File: config.mk
export PLATFORM = sky130hd
export DESIGN_NAME = bw_pp_sequencer
export DESIGN_NICKNAME = d
export VERILOG_FILES = /design/src/rtl/bw_pkg.sv /design/src/rtl/bw_pp_row.sv /design/src/rtl/bw_pp_sequencer.sv
export SDC_FILE = /design/constraint.sdc
export NUM_CORES = 1
export LEC_CHECK = 0
export CAP_MARGIN = 20
export CELL_PAD_IN_SITES_DETAIL_PLACEMENT = 1
export CELL_PAD_IN_SITES_GLOBAL_PLACEMENT = 1
export CORE_MARGIN = 4
export CORE_UTILIZATION = 34
export CTS_CLUSTER_DIAMETER = 60
export DETAILED_ROUTE_END_ITERATION = 8
export GPL_TIMING_DRIVEN = 0
export PLACE_DENSITY_LB_ADDON = 0.1
export SKIP_LAST_GASP = 1
export SYNTH_ARGS = -nofsm -noshare
export SYNTH_HDL_FRONTEND = slang
export SYNTH_SLANG_ARGS = --single-unit
File: constraint.sdc
create_clock -name clk_in -period 3.7 [get_ports clk_in]
set_input_delay 0.37 -clock clk_in [delete_from_list [all_inputs] [get_ports clk_in]]
set_output_delay 0.37 -clock clk_in [all_outputs]
set_load 0.05 [all_outputs]
File: src/rtl/bw_pkg.sv
// Shared definitions for the Baugh-Wooley multiplier slice: sequencer
// state encoding, default operand width and the correction constant that
// the adder array adds to the weighted row sum.
package bw_pkg;

  localparam int unsigned BW_WIDTH = 8;

  typedef enum logic {
    IDLE = 1'b0,
    EMIT = 1'b1
  } state_e;

  // 2^width + 2^(2*width-1), returned at full 64-bit width; callers slice
  // it down to 2*width bits.
  function automatic logic [63:0] bw_corr(input int unsigned width);
    return (64'd1 << width) | (64'd1 << (2 * width - 1));
  endfunction

endpackage

File: src/rtl/bw_pp_row.sv
// One Baugh-Wooley partial-product row (combinational).
//   a_i    multiplicand A
//   b_i    multiplier B
//   idx_i  row index i
//   row_o  A & B[i] with the sign-term complements applied
module bw_pp_row #(
  parameter int unsigned WIDTH = 8,
  parameter int unsigned IDXW  = $clog2(WIDTH)
) (
  input  logic [WIDTH-1:0] a_i,
  input  logic [WIDTH-1:0] b_i,
  input  logic [IDXW-1:0]  idx_i,
  output logic [WIDTH-1:0] row_o
);

  localparam logic [IDXW-1:0]  LAST = IDXW'(WIDTH - 1);
  localparam logic [WIDTH-1:0] MSB  = {1'b1, {(WIDTH-1){1'b0}}};

  logic [WIDTH-1:0] ands;

  // Ordinary rows complement only the A[N-1] term; the sign row (B[N-1])
  // complements every term except A[N-1]&B[N-1].
  always_comb begin
    ands  = a_i & {WIDTH{b_i[idx_i]}};
    row_o = ands ^ ((idx_i == LAST) ? ~MSB : MSB);
  end

endmodule

File: src/rtl/bw_pp_sequencer.sv
// Sequential Baugh-Wooley partial-product front end. Accepts one signed
// operand pair, then emits WIDTH rows (index ascending) one per handshake.
//   clk_in, rst_n_in          clock, async active-low reset
//   a_in, b_in, in_valid_in,  operand pair handshake (in_ready_out)
//   row_out, row_idx_out,     current row, its weight index and last flag,
//   row_last_out              forced to 0 while row_valid_out is low
//   row_valid_out, row_ready_in  row handshake
//   corr_out                  constant correction 2^W + 2^(2W-1)
module bw_pp_sequencer
  import bw_pkg::*;
#(
  parameter  int unsigned WIDTH = BW_WIDTH,
  localparam int unsigned IDXW  = $clog2(WIDTH)
) (
  input  logic               clk_in,
  input  logic               rst_n_in,
  input  logic [WIDTH-1:0]   a_in,
  input  logic [WIDTH-1:0]   b_in,
  input  logic               in_valid_in,
  output logic               in_ready_out,
  output logic [WIDTH-1:0]   row_out,
  output logic [IDXW-1:0]    row_idx_out,
  output logic               row_last_out,
  output logic               row_valid_out,
  input  logic               row_ready_in,
  output logic [2*WIDTH-1:0] corr_out
);

  localparam logic [IDXW-1:0] LAST = IDXW'(WIDTH - 1);
  localparam logic [63:0]     CORR = bw_corr(WIDTH);

  state_e           state_q, state_d;
  logic [WIDTH-1:0] a_q, a_d;
  logic [WIDTH-1:0] b_q, b_d;
  logic [IDXW-1:0]  idx_q, idx_d;
  logic [WIDTH-1:0] row_w;
  logic             emit;

  bw_pp_row #(
    .WIDTH (WIDTH),
    .IDXW  (IDXW)
  ) u_row (
    .a_i   (a_q),
    .b_i   (b_q),
    .idx_i (idx_q),
    .row_o (row_w)
  );

  always_ff @(posedge clk_in or negedge rst_n_in) begin
    if (!rst_n_in) begin
      state_q <= IDLE;
      a_q     <= '0;
      b_q     <= '0;
      idx_q   <= '0;
    end else begin
      state_q <= state_d;
      a_q     <= a_d;
      b_q     <= b_d;
      idx_q   <= idx_d;
    end
  end

  always_comb begin
    state_d = state_q;
    a_d     = a_q;
    b_d     = b_q;
    idx_d   = idx_q;
    unique case (state_q)
      IDLE: begin
        if (in_valid_in) begin
          state_d = EMIT;
          a_d     = a_in;
          b_d     = b_in;
          idx_d   = '0;
        end
      end
      EMIT: begin
        if (row_ready_in) begin
          if (idx_q == LAST) begin
            state_d = IDLE;
            idx_d   = '0;
          end else begin
            idx_d = idx_q + IDXW'(1);
          end
        end
      end
      default: state_d = IDLE;
    endcase
  end

  // All outputs derive from registered state only.
  always_comb begin
    emit          = (state_q == EMIT);
    in_ready_out  = !emit;
    row_valid_out = emit;
    row_out       = emit ? row_w : '0;
    row_idx_out   = emit ? idx_q : '0;
    row_last_out  = emit && (idx_q == LAST);
  end

  assign corr_out = CORR[2*WIDTH-1:0];

endmodule

# Word level (Yosys, flattened, before mapping)
# Cells that the tools add are included.
[classes] add_sub_neg=1 multipliers=0 div=0 n_lt_le_gt_ge=1 n_eq_ne=3 shift=0 mux=13 bitwise=3 reduce_logical=4
[ops] operator="8-bit two-way mux" count=2
[ops] operator="3-bit two-way mux" count=4
[ops] operator="8-bit AND" count=1
[ops] operator="8-bit XOR" count=1
[ops] operator="3-bit case mux with 2 select lines" count=1
[ops] operator="3-bit by 4-bit < comparator with 1-bit output, second input constant" count=1
[ops] operator="1-bit two-way mux" count=4
[ops] operator="2-bit inequality test, second input constant" count=2
[ops] operator="2-bit AND reduction" count=2
[ops] operator="3-bit by 1-bit adder with 3-bit output, second input constant" count=1
[ops] operator="1-bit binary-select mux with 3-bit select" count=1
[ops] operator="3-bit == test, second input constant" count=1
[ops] operator="1-bit case mux with 2 select lines" count=1
[ops] operator="1-bit logical AND" count=1
[ops] operator="1-bit logical NOT" count=1
[ops] operator="1-bit inverter" count=1
[totals] register_bits=20 latchBits=0 ramBits=0 rom_bits=0 in_bits=20 output_inout_bits=30 word_cells=29 mem_count=0

# Depth between registers and ports, before layout
# Gate-level depths: netlist of run 1.
[depth] depth_word=5 depth_mapped=5 ltp_nobuf=5

# Hierarchy
# From an unflattened synthesis of run 1, not the netlist that was laid out.
[unflattened] cells_unflattened=113 area_unflattened_um2=1321.3
[by_module_without_submodules] module="bw_pp_sequencer" n_inst=1 cells_each=85 area_each_um2=1063.5 seq_area_each_um2=500.5
[by_module_without_submodules] module="bw_pp_row" n_inst=1 cells_each=28 area_each_um2=257.7 seq_area_each_um2=0.0

# Least setup slack after synthesis of run 1
# No wires, ideal clock.
[synth_path] path_type="flip-flop to output port" from="register idx_q[0]" to="output port row_out[0]" arrival_ns=2.218 required_ns=3.330 path_slack_ns=1.112 path_stages_with_launch=5 n_path_buf=0 cell_sequence="dfrtp_1 > mux4_1 > mux2_4 > nand2_1 > mux2i_1"
[synth_via] elab_chain_len=5 elab_cells_between_ends=7 classes_between="eq/ne: 1; mux: 4; bitwise: 2"
[synth_rtl] element="start, declared" line_no="bw_pp_sequencer.sv:35" text="logic [IDXW-1:0] idx_q, idx_d;"
[synth_rtl] element="start signal, assigned" line_no="bw_pp_sequencer.sv:59" text="idx_q <= idx_d;"
[synth_rtl] element="1-bit binary-select mux with 3-bit select" line_no="bw_pp_row.sv:24" text="ands = a_i & {WIDTH{b_i[idx_i]}};"
[synth_rtl] element="1-bit two-way mux (implied by the code)" line_no="bw_pp_row.sv:24"
[synth_rtl] element="8-bit AND" line_no="bw_pp_row.sv:24"
[synth_rtl] element="8-bit XOR (*)" line_no="bw_pp_row.sv:25" text="row_o = ands ^ ((idx_i == LAST) ? ~MSB : MSB);"
[synth_rtl] element="8-bit two-way mux (*)" line_no="bw_pp_sequencer.sv:96" text="row_out = emit ? row_w : '0;"
[synth_rtl] element="end, declared" line_no="bw_pp_sequencer.sv:21" text="output logic [WIDTH-1:0] row_out,"
# Mark *: on every way between the ends. The rest lies on a longest branch, timed or not. The select of a mux whose other input is x is not followed.

# Worst setup path in the final report of run 1
[layout_path] from="register idx_q[0]" to="output port row_out[7]"
# Same word-level chain as after synthesis.

==> results.toml, run 1 <==
[status]
status = "finished clean"

[worst_setup_path]
slowest_stage = "clkdlybuf4s50_1"
endpoint = "row_out[7]"
max_stage_delay_ps = 830
r2r-start = "row_valid_out"
path_cells = "mux4_1, mux2_4, nand2_1, mux2i_1, clkdlybuf4s50_1"
cp.required_ps = 3330
start_kind = "register"
cp_max_fo = 8
reg2reg_depth = 5
cp-end-kind = "primary output"
path_class = "register to primary output"
critPathArrivalTime_ps = 2890
cp-startpoint = "idx_q[0]"
r2r_setup_slack_ps = 1990
rr_endpoint = "a_q[5]"

[logic_synthesis]
synth_area_mm2 = 0.001142
synth_fa_ha_area_frac = 0.02191
synthSimpleGateAreaFrac = 0.07119
synth_cell_type_count = 22
synth.avg_cell_area_um2 = 11.66
yosys-mux-area-fraction = 0.3045
ys_warn_count = 0
synth-compound-area-share = 0.03067
synth_top_cell_area_share = 0.4381
synth_top_family_by_area = "multiplexers"
ys_ff_latch = 20
syn-instance-count = 98
ys_top_cells_by_area = "dfrtp_1 44%, mux2_2 16%, buf_4 11%, mux2i_1 8.8%, mux4_1 4.6%"
seq_area_frac_synth = 0.4381
synth_area_leader_cell = "dfrtp_1"
synth-xor-area-share = 0

[cells_and_area]
syn2layout_area_growth_pct = 42.94
fillers = 356
drive_above_1_share = 0.2685
layout_common_cells = "33 x clkdlybuf4s50_1, 20 x dfrtp_1, 16 x mux2_2, 16 x buf_4, 16 x conb_1"
multiInputGateArea_um2 = 549.3
num-nets-final = 172
regArea_um2 = 500.5
antennaDiodeCount = 0
final_common_cell = "clkdlybuf4s50_1"

[clocking]
h-tree-depth = 1
cts_tree = "yes"
holdBufCountCts = 0
clockBufferDepth = 2
numCtsBuffers = 3
cts.sinks = 20
clk_pin_slew_ps = 130
cts_setup_buffers = 0
clockRootBuffer = "clkbuf_4"
cts_resized = 0
insertion_delay_ps = 320

[global_route]
overflow = 0
grt_start_max_net_pins = 21
grtUsageTotal = 0.1310
grt_pass1_wl_um = 4264
grt_pass1_vias = 924
antenna_found_initial = 0

[power_and_ir_drop]
p_per_area_mw_per_mm2 = 1002
power_switching_share = 0.4773
clkPwrFrac = 0.115
total_power_mw = 1.635
p_seq_frac = 0.242
intPower_mw = 0.8549
switching_power_mw = 0.7806
peakVddDrop_uv = 341.3
leakage_nw = 0.8008
combPwrFrac = 0.643

[min_path]
min-delay-path-class = "register to register"
hold_start = "b_q[1]"

[floorplan]
die-area_mm2 = 0.004351
io_pins = 50
rows = 20
start_util = 0.3652
die_w_um = 65.97
die_h_um = 65.97
coreArea_mm2 = 0.003128

[sta]
finalHoldWorstSlack_ps = 512.7
period_share = 0.8802
fin_skew_ps = 13.10
setup_tns_ps = 0
rsz0062_at_grt = "false"
worst_pin_slew_ps = 948.1
fmax_ghz = 0.3071
setup_viol = 0
fin_crit_ps = 3257
hold_viol_final = 0
relSlewSlack = 0.3660
maxSlewViolCount = 0

[routing]
detail_route.first_pass.iterations = 2
drtAntennaViolNets = 0
drtIter0Drc = 5
wire_per_inst_um = 13.58
drcViolationCount = 0
routed_via_density = 4.368
wirelength_um = 2621
vias = 843

[place]
dp_hpwl_um = 2058
portBuffers = 33
gp_congestion = 0.7535

[flow_run]
drv_cap = 0
==> flip-flops by register name, indices dropped and copies added, names as in the netlist <==
signal,flops
a_q,8
b_q,8
idx_q,3
row_valid_out,1
==> layout make-up <==
class,instances,share of cell area
Multi-Input combinational cell,70,0.3364
Sequential cell,20,0.3065
Timing Repair Buffer,33,0.2023
Buffer,20,0.08429
Tap cell,44,0.03372
Clock inverter,1,0.01839
Clock buffer,3,0.01379
Inverter,2,0.004598
==> layer usage <==
layer  vias to the layer above  track usage  wire, µm
li1                        403            -         -
met1                       403       0.1467      1045
met2                        32       0.2353      1339
met3                         5      0.02211       179
met4                         0      0.06853        57
met5                         -            0         0
==> cell usage after synthesis <==
cell type / count
a21oi_1: 1
dfrtp_1: 20
buf_4: 16
nand2b_1: 1
buf_2: 2
buf_1: 1
o22ai_1: 2
nor2b_1: 1
mux4_1: 2
mux2_4: 1
inv_1: 2
clkbuf_1: 1
mux2i_1: 10
and2_2: 1
ha_1: 2
a32o_1: 1
conb_1: 2
and2_1: 2
o21bai_1: 1
nand2_1: 11
nor2_1: 2
mux2_2: 16
==> worst max-delay path, delay by kind of cell (launching register included) <==
family        cells  cell delay [ps]
flops             1              500
simple gates      1              100
buf+inv           1              830
mux               3             1130
==> power groups by stage <==
stage               sequential, mW  combinational, mW  clock [mW]
CTS                          0.399               1.07       0.194
global route                 0.416               1.12       0.202
global placement             0.396               1.04           0
finish                       0.396               1.05       0.188
floorplan                    0.386              0.764           0
detailed placement           0.404               1.07           0
==> kinds of logic after synthesis <==
| logic type | after synthesis |
|---|---|
| flip-flops | 20 |
| AND/OR/NAND/NOR | 18 |
| other | 2 |
| buffers and inverters | 22 |
| multiplexers | 29 |
| adder cells (fa/ha/maj) | 2 |
| AO/OA/AOI/OAI | 5 |
==> stage by stage <==
step	setup WS, ps	instance area, µm²	instances	utilization
3_3_place_gp	833.3	1580	189	0.5052
5_1_grt	292.8	1633	193	0.5220
2_1_floorplan	1112	1195	112	-
3_5_place_dp	795.3	1580	189	0.5052
4_1_cts	395.0	1633	193	0.5220
6_report	443.2	1633	193	0.5220
==> worst min path at each step <==
| stage | endpoint | slack [ps] | depth (start not counted) |
|---|---|---|---|
| 6_report | b_q[1] | 510 | 1 |
| 5_1_grt | b_q[6] | 530 | 1 |
| 4_1_cts | b_q[1] | 520 | 1 |
| 3_5_place_dp | b_q[1] | 490 | 1 |
| 3_3_place_gp | b_q[4] | 480 | 1 |
| 2_1_floorplan | a_q[0] | 70 | 0 |
Note: power is estimated with default switching activity, not from simulation.
==> inputs of run 2 (changes only) <==
CORE_MARGIN = 5   (was 4)
SKIP_LAST_GASP = unset   (was 1)
==> run 2 against run 1 <==
Critical path depth unchanged. Highest routed layer unchanged. Global-route usage decreased by 0.95 points. Design area increased by 0.15%.
==> results.toml, run 2 (synthesis results as in run 1) <==
[cells_and_area]
final_common_cell = "clkdlybuf4s50_1"
drive_above_1_share = 0.2685
num-nets-final = 172
antennaDiodeCount = 0
largestRegisters = "a_q x8, b_q x8, idx_q x3"
layout_common_cells = "33 x clkdlybuf4s50_1, 20 x dfrtp_1, 16 x mux2_2, 16 x buf_4, 16 x conb_1"
syn2layout_area_growth_pct = 43.15
fillers = 376

[clocking]
clk_pin_slew_ps = 110
numCtsBuffers = 3
insertion_delay_ps = 300
cts_tree = "yes"
clockRootBuffer = "clkbuf_4"
cts.sinks = 20
h-tree-depth = 1
holdBufCountCts = 0
cts_resized = 0
clockBufferDepth = 2
cts_setup_buffers = 0

[global_route]
overflow = 0
grt_start_max_net_pins = 21
grt_pass1_vias = 904
antenna_found_initial = 0
grt_pass1_wl_um = 4036
grtUsageTotal = 0.1215

[routing]
drtAntennaViolNets = 0
drcViolationCount = 0
drtIter0Drc = 20
vias = 832
wire_per_inst_um = 13.04
routed_via_density = 4.267
detail_route.first_pass.iterations = 3
wirelength_um = 2542

[sta]
fin_crit_ps = 3210
setup_viol = 0
fmax_ghz = 0.3116
fin_skew_ps = 5.824
worst_pin_slew_ps = 894.5
setup_tns_ps = 0
relSlewSlack = 0.4018
period_share = 0.8675
maxSlewViolCount = 0
rsz0062_at_grt = "false"
hold_viol_final = 0

[floorplan]
die_h_um = 67.97
die_w_um = 67.97
start_util = 0.3478
coreArea_mm2 = 0.003284
io_pins = 50
die-area_mm2 = 0.004619
rows = 21

[power_and_ir_drop]
p_per_area_mw_per_mm2 = 992.6
leakage_nw = 0.8008
total_power_mw = 1.623
peakVddDrop_uv = 412.3
combPwrFrac = 0.647
intPower_mw = 0.8567
switching_power_mw = 0.7666
p_seq_frac = 0.244
power_switching_share = 0.4722
clkPwrFrac = 0.109

[worst_setup_path]
r2r_setup_slack_ps = 2010
path_cells = "mux4_1, mux2_4, nand2_1, mux2i_1, clkdlybuf4s50_1"
cp_max_fo = 8
rr_endpoint = "a_q[6]"
max_stage_delay_ps = 830
reg2reg_depth = 5
slowest_stage = "clkdlybuf4s50_1"
cp-end-kind = "primary output"
worstPathBufferInverterCount = 1
cp.required_ps = 3330
start_kind = "register"
cp_top_family = "multiplexers"
path_class = "register to primary output"
critPathArrivalTime_ps = 2840
r2r-start = "row_valid_out"

[place]
gp_congestion = 0.7405
portBuffers = 33
dp_hpwl_um = 2067

[min_path]
holdPathEnd = "b_q[5]"
min_path_cells = 1
min-delay-path-class = "register to register"
hold_start = "b_q[5]"

[status]
status = "finished clean"

[flow_run]
drv_cap = 0
==> run 2: metal layers <==
metal  track usage  vias to the layer above  part of all wire
met4       0.05211                        0             0.012
met5             0                        -                 0
met1        0.1190                      395              0.35
li1              -                      407                 -
met2        0.2274                       28              0.56
met3       0.04269                        2             0.083
==> run 2: cell type report <==
cell class | instances | area [µm²] | area share
plain buffers | 20 | 137.6 | 0.08416
clock buffers | 3 | 22.52 | 0.01377
clock inverters | 1 | 30.03 | 0.01836
inverters | 2 | 7.507 | 0.004591
multi-input cells | 70 | 549.3 | 0.3359
flip-flops and latches | 20 | 500.5 | 0.3060
well taps | 46 | 57.56 | 0.03520
repair buffers | 33 | 330.3 | 0.2020
==> run 2: worst reg2reg max path, delay by kind of cell, from the launching register on <==
family | cells | cell delay [ps]
buf+inv | 3 | 680
mux | 1 | 380
simple gates | 1 | 140
flops | 1 | 390
==> run 2: worst max-delay path by stage <==
stage	depth (start not counted)	start	slack (ps)	endpoint
finish	5	idx_q[0]	490	row_out[5]
global route	5	idx_q[0]	330	row_out[5]
CTS	5	idx_q[0]	450	row_out[5]
detailed placement	5	idx_q[0]	810	row_out[5]
global placement	5	idx_q[0]	830	row_out[3]
floorplan	4	idx_q[0]	1110	row_out[0]
==> run 2: power by group through the flow <==
stage	logic, mW	registers, mW	clock network [mW]
2_1_floorplan	0.764	0.386	0
4_1_cts	1.07	0.400	0.185
5_1_grt	1.12	0.412	0.195
3_3_place_gp	1.04	0.397	0
3_5_place_dp	1.06	0.405	0
6_report	1.05	0.397	0.176
==> run 2: through the flow <==
stage / setup slack, ps / util / hold slack (ps) / cells / cell area (µm²)
global placement: 833.3 / 0.4819 / 486.0 / 191 / 1583
floorplan: 1112 / - / 74.41 / 112 / 1195
CTS: 450.3 / 0.4979 / 525.7 / 195 / 1635
global route: 330.1 / 0.4979 / 533.9 / 195 / 1635
detailed placement: 809.9 / 0.4819 / 496.5 / 191 / 1583
finish: 490.2 / 0.4979 / 516.1 / 195 / 1635
